[src/rtl/sequential_multiplier.sv]
// Unsigned shift-add multiplier, one multiplier bit per clock.
// Start/done handshake matches the sequential divider; one operation in flight.
module sequential_multiplier #(
  parameter int WIDTH = 32
) (
  input  logic                 clk_i,
  input  logic                 reset_i,
  input  logic                 start_i,
  input  logic [WIDTH-1:0]     multiplicand_i,
  input  logic [WIDTH-1:0]     multiplier_i,
  output logic [2*WIDTH-1:0]   product_o,
  output logic                 ready_o,
  output logic                 done_o
);

  localparam int CW = $clog2(WIDTH) + 1;

  typedef enum logic [1:0] {
    S_IDLE = 2'd0,
    S_OP   = 2'd1,
    S_DONE = 2'd2
  } state_t;

  state_t               r_state;
  logic [WIDTH-1:0]     r_mcand;
  logic [WIDTH-1:0]     r_mplier;
  logic [2*WIDTH:0]     r_acc;
  logic [CW-1:0]        r_count;
  logic [2*WIDTH-1:0]   r_product;

  logic [WIDTH:0]       w_upper;
  logic [2*WIDTH:0]     w_accNext;
  logic                 w_unused;

  // The add keeps its carry so the shift drops it into the top product bit.
  always_comb begin
    w_upper   = {1'b0, r_acc[2*WIDTH-1:WIDTH]} + (r_mplier[0] ? {1'b0, r_mcand} : '0);
    w_accNext = {w_upper, r_acc[WIDTH-1:0]} >> 1;
  end

  assign w_unused = ^{r_acc[2*WIDTH], w_accNext[2*WIDTH]};

  always_ff @(posedge clk_i or posedge reset_i) begin
    if (reset_i) begin
      r_state   <= S_IDLE;
      r_mcand   <= '0;
      r_mplier  <= '0;
      r_acc     <= '0;
      r_count   <= '0;
      r_product <= '0;
    end else begin
      case (r_state)
        S_IDLE: begin
          if (start_i) begin
            r_mcand  <= multiplicand_i;
            r_mplier <= multiplier_i;
            r_acc    <= '0;
            r_count  <= CW'(WIDTH);
            r_state  <= S_OP;
          end
        end
        S_OP: begin
          r_acc    <= w_accNext;
          r_mplier <= r_mplier >> 1;
          r_count  <= r_count - CW'(1);
          if (r_count == CW'(1)) begin
            r_product <= w_accNext[2*WIDTH-1:0];
            r_state   <= S_DONE;
          end
        end
        S_DONE: begin
          r_state <= S_IDLE;
        end
        default: begin
          r_state <= S_IDLE;
        end
      endcase
    end
  end

  assign ready_o   = (r_state == S_IDLE);
  assign done_o    = (r_state == S_DONE);
  assign product_o = r_product;

endmodule

[config.mk]
export PLATFORM = sky130hd
export DESIGN_NAME = sequential_multiplier
export DESIGN_NICKNAME = d
export VERILOG_FILES = /design/src/rtl/sequential_multiplier.sv
export SDC_FILE = /design/constraint.sdc
export NUM_CORES = 1
export LEC_CHECK = 0
export BUFFER_PORTS_ARGS = -buffer_cell sky130_fd_sc_hd__buf_2
export CAP_MARGIN = 25
export CORE_ASPECT_RATIO = 0.9
export CORE_UTILIZATION = 54
export CTS_BUF_LIST = sky130_fd_sc_hd__clkbuf_2
export DETAILED_ROUTE_END_ITERATION = 8
export GPL_TIMING_DRIVEN = 0
export PLACE_DENSITY = 0.9
export SYNTH_ARGS = -nofsm -noshare
export SYNTH_HDL_FRONTEND = slang
export SYNTH_SLANG_ARGS = --single-unit
[constraint.sdc]
create_clock -name clk_i -period 7.3 [get_ports clk_i]
set_input_delay 1.46 -clock clk_i [delete_from_list [all_inputs] [get_ports clk_i]]
set_output_delay 1.46 -clock clk_i [all_outputs]
set_load 0.02 [all_outputs]
After elaboration in Yosys (flattened, before gate mapping)
Cells that the tools add are included.
{"block": "word_totals", "register_bits": 200, "in_bits": 67, "output_inout_bits": 66, "word_cells": 29}
{"block": "classes", "addsub": 2, "eq_ne": 5, "muxes": 10, "reduce_logical": 6}
{"op": "$pmux W64 S2", "n": 1}
{"op": "$mux W32", "n": 2}
{"op": "$mux W64", "n": 1}
{"op": "$pmux W32 S2", "n": 1}
{"op": "$add A32 B32 Y33", "n": 1}
{"op": "$pmux W6 S2", "n": 1}
{"op": "$reduce_and A2 Y1", "n": 4}
{"op": "$eq A6 B1 Y1 const B", "n": 1}
{"op": "$mux W6", "n": 1}
{"op": "$sub A6 B1 Y6 const B", "n": 1}
{"op": "$mux W2", "n": 2}
{"op": "$ne A2 B2 Y1 const B", "n": 2}
{"op": "$pmux W2 S2", "n": 1}
{"op": "$eq A2 B1 Y1 const B", "n": 1}
{"op": "$eq A2 B2 Y1 const B", "n": 1}
{"op": "$logic_not A2 Y1", "n": 1}
{"op": "$reduce_bool A2 Y1", "n": 1}

Logic depth before layout (Yosys ltp)
Gate-level depths: netlist of run 1.
{"block": "logic_depth", "depth_word": 3, "ltp_mapped": 13}

Worst setup path after synthesis of run 1
No wires, ideal clock.
{"block": "synth_timing", "kind": "flip-flop to flip-flop", "startpoint": "register r_mplier[0]", "endpoint": "register r_product[59] (netlist: product_o[59])", "setup_time_ns": 0.131, "arrival_ns": 2.700, "t_required_ns": 7.169, "setup_slack_ns": 4.469, "stages_incl_launch_ff": 14, "n_path_buf": 1, "period_less_slack_ns": 2.831, "cell_sequence": "dfrtp_1 clkbuf_1 and2_1 ha_1 inv_1 fa_1 nor2b_1 o31a_1 nor2_1 o21ai_0 a31oi_1 o21ai_2 nor2_1 or3_1"}
{"block": "synth_between", "elab_chain_len": 2}
{"item": "start, declared", "line_no": "26", "text": "logic [WIDTH-1:0] r_mplier;"}
{"item": "start signal, assigned", "line_no": "56", "text": "r_mplier <= multiplier_i;"}
{"item": "start signal, assigned", "line_no": "64", "text": "r_mplier <= r_mplier >> 1;"}
{"item": "$mux W32", "line_no": "37", "text": "w_upper = {1'b0, r_acc[2*WIDTH-1:WIDTH]} + (r_mplier[0] ? {1'b0, r_mcand} : '0);"}
{"item": "$add A32 B32 Y33", "line_no": "37"}
{"item": "end signal, assigned", "line_no": "67", "text": "r_product <= w_accNext[2*WIDTH-1:0];"}
{"item": "end, declared", "line_no": "29", "text": "logic [2*WIDTH-1:0] r_product;"}
Every way passes these cells.
A chain may end at the register's enable or synchronous reset.

Worst setup path after layout of run 1
{"block": "layout_timing", "startpoint": "register r_mplier[0]", "endpoint": "register r_acc[59]"}
{"block": "layout_between", "elab_chain_len": 3}
{"item": "$mux W32", "line_no": "37"}
{"item": "$add A32 B32 Y33", "line_no": "37"}
{"item": "$pmux W64 S2", "line_no": "52", "text": "case (r_state)"}
{"item": "end signal, assigned", "line_no": "63", "text": "r_acc <= w_accNext;"}
{"item": "end, declared", "line_no": "27", "text": "logic [2*WIDTH:0] r_acc;"}
Every way passes these cells.

==> impl_metrics.tcl, run 1 <==
set metrics [dict create \
    fin_crit_ps 3822 \
    worst_slew_pin_slew_ps 951.6 \
    ys.flop_type "dfrtp_1" \
    num_rows 45 \
    final-setup-viol-count 0 \
    cts-root-buf "clkbuf_2" \
    yosysSeqAreaShare_pct 52.20 \
    slowest_delay_ps 540 \
    post_cts_buffers 0 \
    crit_family "compound AO/OA/AOI/OAI gates" \
    cts_tree "yes" \
    io_buffer_count 132 \
    vdd_drop_max_uv 179.7 \
    place_area_um2 10530 \
    cts_resized 0 \
    fin_util_pct 62.85 \
    worstPathArrival_ps 4520 \
    grt_max_degree 136 \
    syn_avg_cell_area_um2 8.933 \
    r2r-end "r_acc[59]" \
    coreArea_um2 17060 \
    hold_violations 0 \
    slew_headroom_pct 36.33 \
    syn_nets 1170 \
    cpMaxStageDelayCell "dfrtp_1" \
    clock-sinks 199 \
    fin_area_um2 10720 \
    clock_skew_ps 38.03 \
    rsz0062_at_grt "false" \
    route.detailed.drc 0 \
    drt_iter0_drc 737 \
    rr_startpoint "r_mplier[0]" \
    place_hpwl_um 17100 \
    cellLeakagePower_uw 0.005448 \
    initial_core_util_pct 55.92 \
    power_density_nw_per_um2 414.2 \
    synthCells 1068 \
    antenna_found_initial 0 \
    track_usage_pct 27.03 \
    clk_path_buf_depth 2 \
    cp_data_required_time_ps 8000 \
    area_growth_pct 12.39 \
    syn_area_um2 9540 \
    path_depth 13 \
    die_w_um 142.1 \
    final_layout_size_suffix_gt1_share_pct 15.17 \
    crit_chain "clkbuf_1, and2_1, ha_1, inv_1, fa_1, nor2b_1, o31a_1, nor2_1, o21ai_0, a31oi_1, o21ai_2, nor2_1, or3_1" \
    clkLatencyLatePin_ps 790 \
    overflow 0 \
    min_period_over_period_pct 52.36 \
    crit_path_end "r_acc[59]" \
    switching_share_pct 45.58 \
    cp-end-kind "register" \
    nets 1322 \
    path_clk_slew_ps 260 \
    crit_type "reg2reg" \
    status "complete, no violations" \
    slew_violations 0 \
    cp_max_fo 10 \
    grt_pass1_vias 7608 \
    hold_path.class "reg2reg" \
    synth.distinct_cells 52 \
    die-area_um2 18200 \
    cpMostUsedCell "nor2_1" \
    final_common_cell "nand2_1" \
    cts_htree_levels 4 \
    die_y_um 128.1 \
    viasPerCell 5.525 \
    pwr-share-seq_pct 40.6 \
    yosys_warnings 0 \
    netSwitchingPower_uw 2024 \
    io_pins 133 \
    synth_edf_count 0 \
    crit_start "r_mplier[0]" \
    start_kind "register" \
    maxCapViolations 0 \
    ys_ff_latch 199 \
    comb_power_share_pct 48.6 \
    grt_pass1_wl_um 38320 \
    final_antenna_net_count 0 \
    finalPower_uw 4441 \
    antenna_cells 0 \
    vias 8110 \
    final_cell_mix "393 x nand2_1, 199 x dfrtp_1, 134 x buf_2, 81 x o21ai_0, 47 x clkbuf_1" \
    async_flop_share_pct 100.0 \
    cp_num_buf_inv 2 \
    hold_buffers 0 \
    cts_buffers 17 \
    drtPass1Iterations 6 \
    wire_per_inst_um 15.99 \
    place_congestion 0.9110 \
    wl_um 23470 \
    fmax_mhz 261.6 \
    p_int_uw 2417 \
    power_frac_clock_pct 10.8 \
    reg2reg_slack_ps 3480 \
    ff2ff_path_depth 13 \
]
synthesized netlist by cell type (2+ instances only):
master	count	share of area [%]
o311ai_0	3	0.28
nand2_1	393	15
a211oi_1	3	0.24
or3_1	2	0.13
buf_2	2	0.10
mux2_2	10	1.2
o21ai_2	3	0.28
ha_1	34	4.5
o21bai_1	4	0.31
clkbuf_1	47	1.8
nor4b_1	2	0.18
nor2b_1	6	0.39
nor2_1	27	1.1
and2_1	32	2.1
xor2_1	17	1.6
a2bb2oi_1	2	0.18
a21o_1	12	0.94
o31ai_1	2	0.16
buf_1	7	0.28
a22o_1	17	1.6
inv_1	11	0.43
a22oi_1	31	2.4
buf_4	2	0.16
and3_1	2	0.13
xnor2_1	10	0.92
o211ai_1	3	0.24
nand3_1	19	1.0
nand2b_1	2	0.13
nor3_1	7	0.37
dfrtp_1	199	52
a21oi_1	41	2.2
o21ai_0	81	4.2
nand4_1	9	0.59
o21a_1	4	0.31
or4_1	3	0.24
a31oi_1	3	0.20
per-stage QoR:
stage | worst slack (ps) | std cells | TNS [ps] | hold WS, ps
2_1_floorplan | 414.3 | 1068 | 0 | 437.4
3_3_place_gp | -1534 | 1435 | -302610 | 452.8
3_5_place_dp | 3636 | 1436 | 0 | 456.4
4_1_cts | 3621 | 1468 | 0 | 511.0
5_1_grt | 3359 | 1468 | 0 | 515.7
6_report | 3478 | 1468 | 0 | 507.3
tightest hold or removal path: stages, from the launching register on:
cell	delay, ps
dfrtp_1	400
nand2_1	50
nand2_1	50
power by group through the flow:
stage	sequential, uW	clock [uW]	combinational (uW)
floorplan	1850	0	1470
global placement	1800	0	2060
detailed placement	1820	0	2140
CTS	1800	486	2140
global route	1850	536	2400
finish	1800	480	2160
per-layer routing:
metal / share of wire [%] / track usage (%) / routed length [um] / up-vias
li1: - / - / - / 3897
met1: 46 / 39.27 / 10900 / 3865
met2: 44 / 40.57 / 10430 / 302
met3: 6.7 / 5.379 / 1582 / 46
met4: 2.4 / 9.045 / 554 / 0
met5: 0 / 0 / 0 / -
worst min-delay path by stage:
stage / cells after the start / endpoint / startpoint
CTS: 1 / r_count[5] / r_count[5]
floorplan: 2 / r_mcand[29] / r_mcand[29]
global route: 1 / r_count[5] / r_count[5]
detailed placement: 2 / r_mcand[10] / r_mcand[10]
finish: 2 / product_o[12] / product_o[12]
global placement: 2 / r_mcand[16] / r_mcand[16]
logic make-up after synthesis:
logic type | synth area share, %
AO/OA/AOI/OAI | 14.48
multiplexers | 1.285
flip-flops | 52.20
buffers and inverters | 2.859
AND/OR/NAND/NOR | 22.03
adder cells (fa/ha/maj) | 4.669
XOR/XNOR | 2.479
final cells by class:
cell class,count,area (um^2)
buffer,58,227.7
clock buffer,19,95.09
clock inverter,13,97.59
fill,1480,6337
inverter,12,52.55
multi-input combinational,799,4288
sequential,199,4980
tap,235,294.0
timing repair buffer,133,688.2
registers in the layout, indices dropped and copies added, names as in the netlist:
register and count:
r_state 2, r_acc 63, r_mcand 32, r_mplier 32, r_count 6, product_o 64
(Power assumes the default switching activity.)
==> run 2, diff against run 1 <==
- clock period: 7.3 -> 3.2 ns (I/O delays scaled with it)
==> impl_metrics.tcl, run 2 (synthesized netlist as in run 1, its figures left out) <==
set metrics [dict create \
    status "complete, no violations" \
    crit_family "compound AO/OA/AOI/OAI gates" \
    fmax_mhz 318.7 \
    largest_reg_flops 64 \
    area_growth_pct 18.60 \
    rsz0062_at_grt "true" \
    worstPathArrival_ps 3810 \
    start_kind "register" \
    vdd_drop_max_uv 463.6 \
    cellLeakagePower_uw 0.005705 \
    antenna_cells 0 \
    grt_max_degree 43 \
    clock-sinks 199 \
    wire_per_inst_um 16.23 \
    cp_data_required_time_ps 3880 \
    crit_type "reg2reg" \
    initial_core_util_pct 55.92 \
    antenna_found_initial 0 \
    place_hpwl_um 17680 \
    vias 8487 \
    final_antenna_net_count 0 \
    cts_tree "yes" \
    cpMaxStageDelayCell "dfrtp_2" \
    die_y_um 128.1 \
    wl_met1_um 11070 \
    maxUsedRoutingLayer "met4" \
    crit_chain "buf_4, and2_1, ha_1, inv_1, fa_1, nor2b_1, o31a_1, nor2_1, o21ai_2, a31oi_4, o21ai_2, buf_4, nor2_1, or3_1" \
    coreArea_um2 17060 \
    drtPass1Iterations 5 \
    nets 1372 \
    wl_met2_um 11250 \
    min_period_over_period_pct 98.07 \
    die-area_um2 18200 \
    cp_max_fo 10 \
    place_congestion 0.9238 \
    drt_iter0_drc 802 \
    clkLatencyLatePin_ps 780 \
    cp_num_buf_inv 3 \
    route.detailed.drc 0 \
    power_density_nw_per_um2 917.9 \
    track_usage_pct 27.52 \
    num_rows 45 \
    final_cell_mix "393 x nand2_1, 198 x dfrtp_1, 135 x buf_2, 78 x o21ai_0, 44 x clkbuf_1" \
    wl_met3_um 1807 \
    wl_um 24630 \
    worst_slew_pin_slew_ps 880.7 \
    stdcell_count 1518 \
    cp-end-kind "register" \
    slew_violations 0 \
    overflow 0 \
    final_layout_size_suffix_gt1_share_pct 16.37 \
    io_buffer_count 132 \
    slew_headroom_pct 41.07 \
    clk_path_buf_depth 2 \
    grt_pass1_vias 7896 \
    grt_pass1_wl_um 38800 \
    maxCapViolations 0 \
    numPlacedInstances 1440 \
    fin_crit_ps 3138 \
    final_common_cell "nand2_1" \
    fin_area_um2 11310 \
    finalPower_uw 10390 \
    hold_path.class "in2reg" \
    cts_buffers 17 \
    cts_htree_levels 4 \
    clock_skew_ps 41.44 \
    place_area_um2 10600 \
    final-setup-viol-count 0 \
    die_w_um 142.1 \
    cts-root-buf "clkbuf_2" \
    path_clk_slew_ps 260 \
    slowest_delay_ps 490 \
    viasPerCell 5.591 \
    hold_violations 0 \
    io_pins 133 \
    tns_ps 0 \
]
run 2: cell count changes in the layout (fill, tap and decap cells not counted), sizes merged:
cell | before | now
buf | 144 | 156
clkbuf | 66 | 62
clkinv | 4 | 8
clkinvlp | 5 | 3
dlygate4sd3 | 0 | 40
run 2: layer usage:
metal | global-route usage, % | vias up
li1 | - | 4003
met1 | 38.60 | 4085
met2 | 42.47 | 346
met3 | 6.238 | 53
met4 | 8.918 | 0
met5 | 0 | -
run 2: path summary, 6_finish.rpt:
kind,from,endpoint,slack (ps),cells past startpoint
max,r_mplier[0],r_acc[59],60,14
min,multiplicand_i[14],r_mcand[14],50,3
max reg2reg,r_mplier[0],r_acc[59],60,14
min reg2reg,r_count[5],r_count[5],510,1
max in group asynchronous,reset_i,r_mplier[0],1770,6
min in group asynchronous,reset_i,r_mcand[7],340,3
run 2: report_power, final:
part           switching [uW]  internal (uW)  total (uW)
combinational            3230           1920        5150
sequential                629           3490        4120
clock                     897            222        1120
run 2: final cells by class:
type                            count  area, um^2
Fill cell                        1398        5746
Sequential cell                   199        4981
Multi-Input combinational cell    799        4345
Timing Repair Buffer              183        1206
Tap cell                          235       294.0
Buffer                             58       234.0
Clock inverter                     15       120.1
Clock buffer                       17       85.08
Inverter                           12       48.80
run 2: stage by stage:
stage | worst slack [ps] | util (%) | hold slack (ps)
floorplan | -14.35 | - | 437.4
global placement | -1123 | 61.54 | 452.5
detailed placement | -529.4 | 62.13 | 455.1
CTS | 2.008 | 64.64 | 0.1729
global route | -57.80 | 66.32 | 0.2784
finish | 61.88 | 66.32 | 52.43
run 2: repair_timing:
action | 4_1_cts | 5_1_grt
pin swaps | 1 | 5
endpoints found under the hold margin | 30 | 22
setup endpoints to repair | 24 | 25
hold buffers | 18 | 22
resized for setup | 9 | 14
setup buffers | 3 | 3
run 2: tightest hold or removal path, stage by stage:
cell and delay, ps:
buf_2 80, nand2_1 40, nand2_1 40
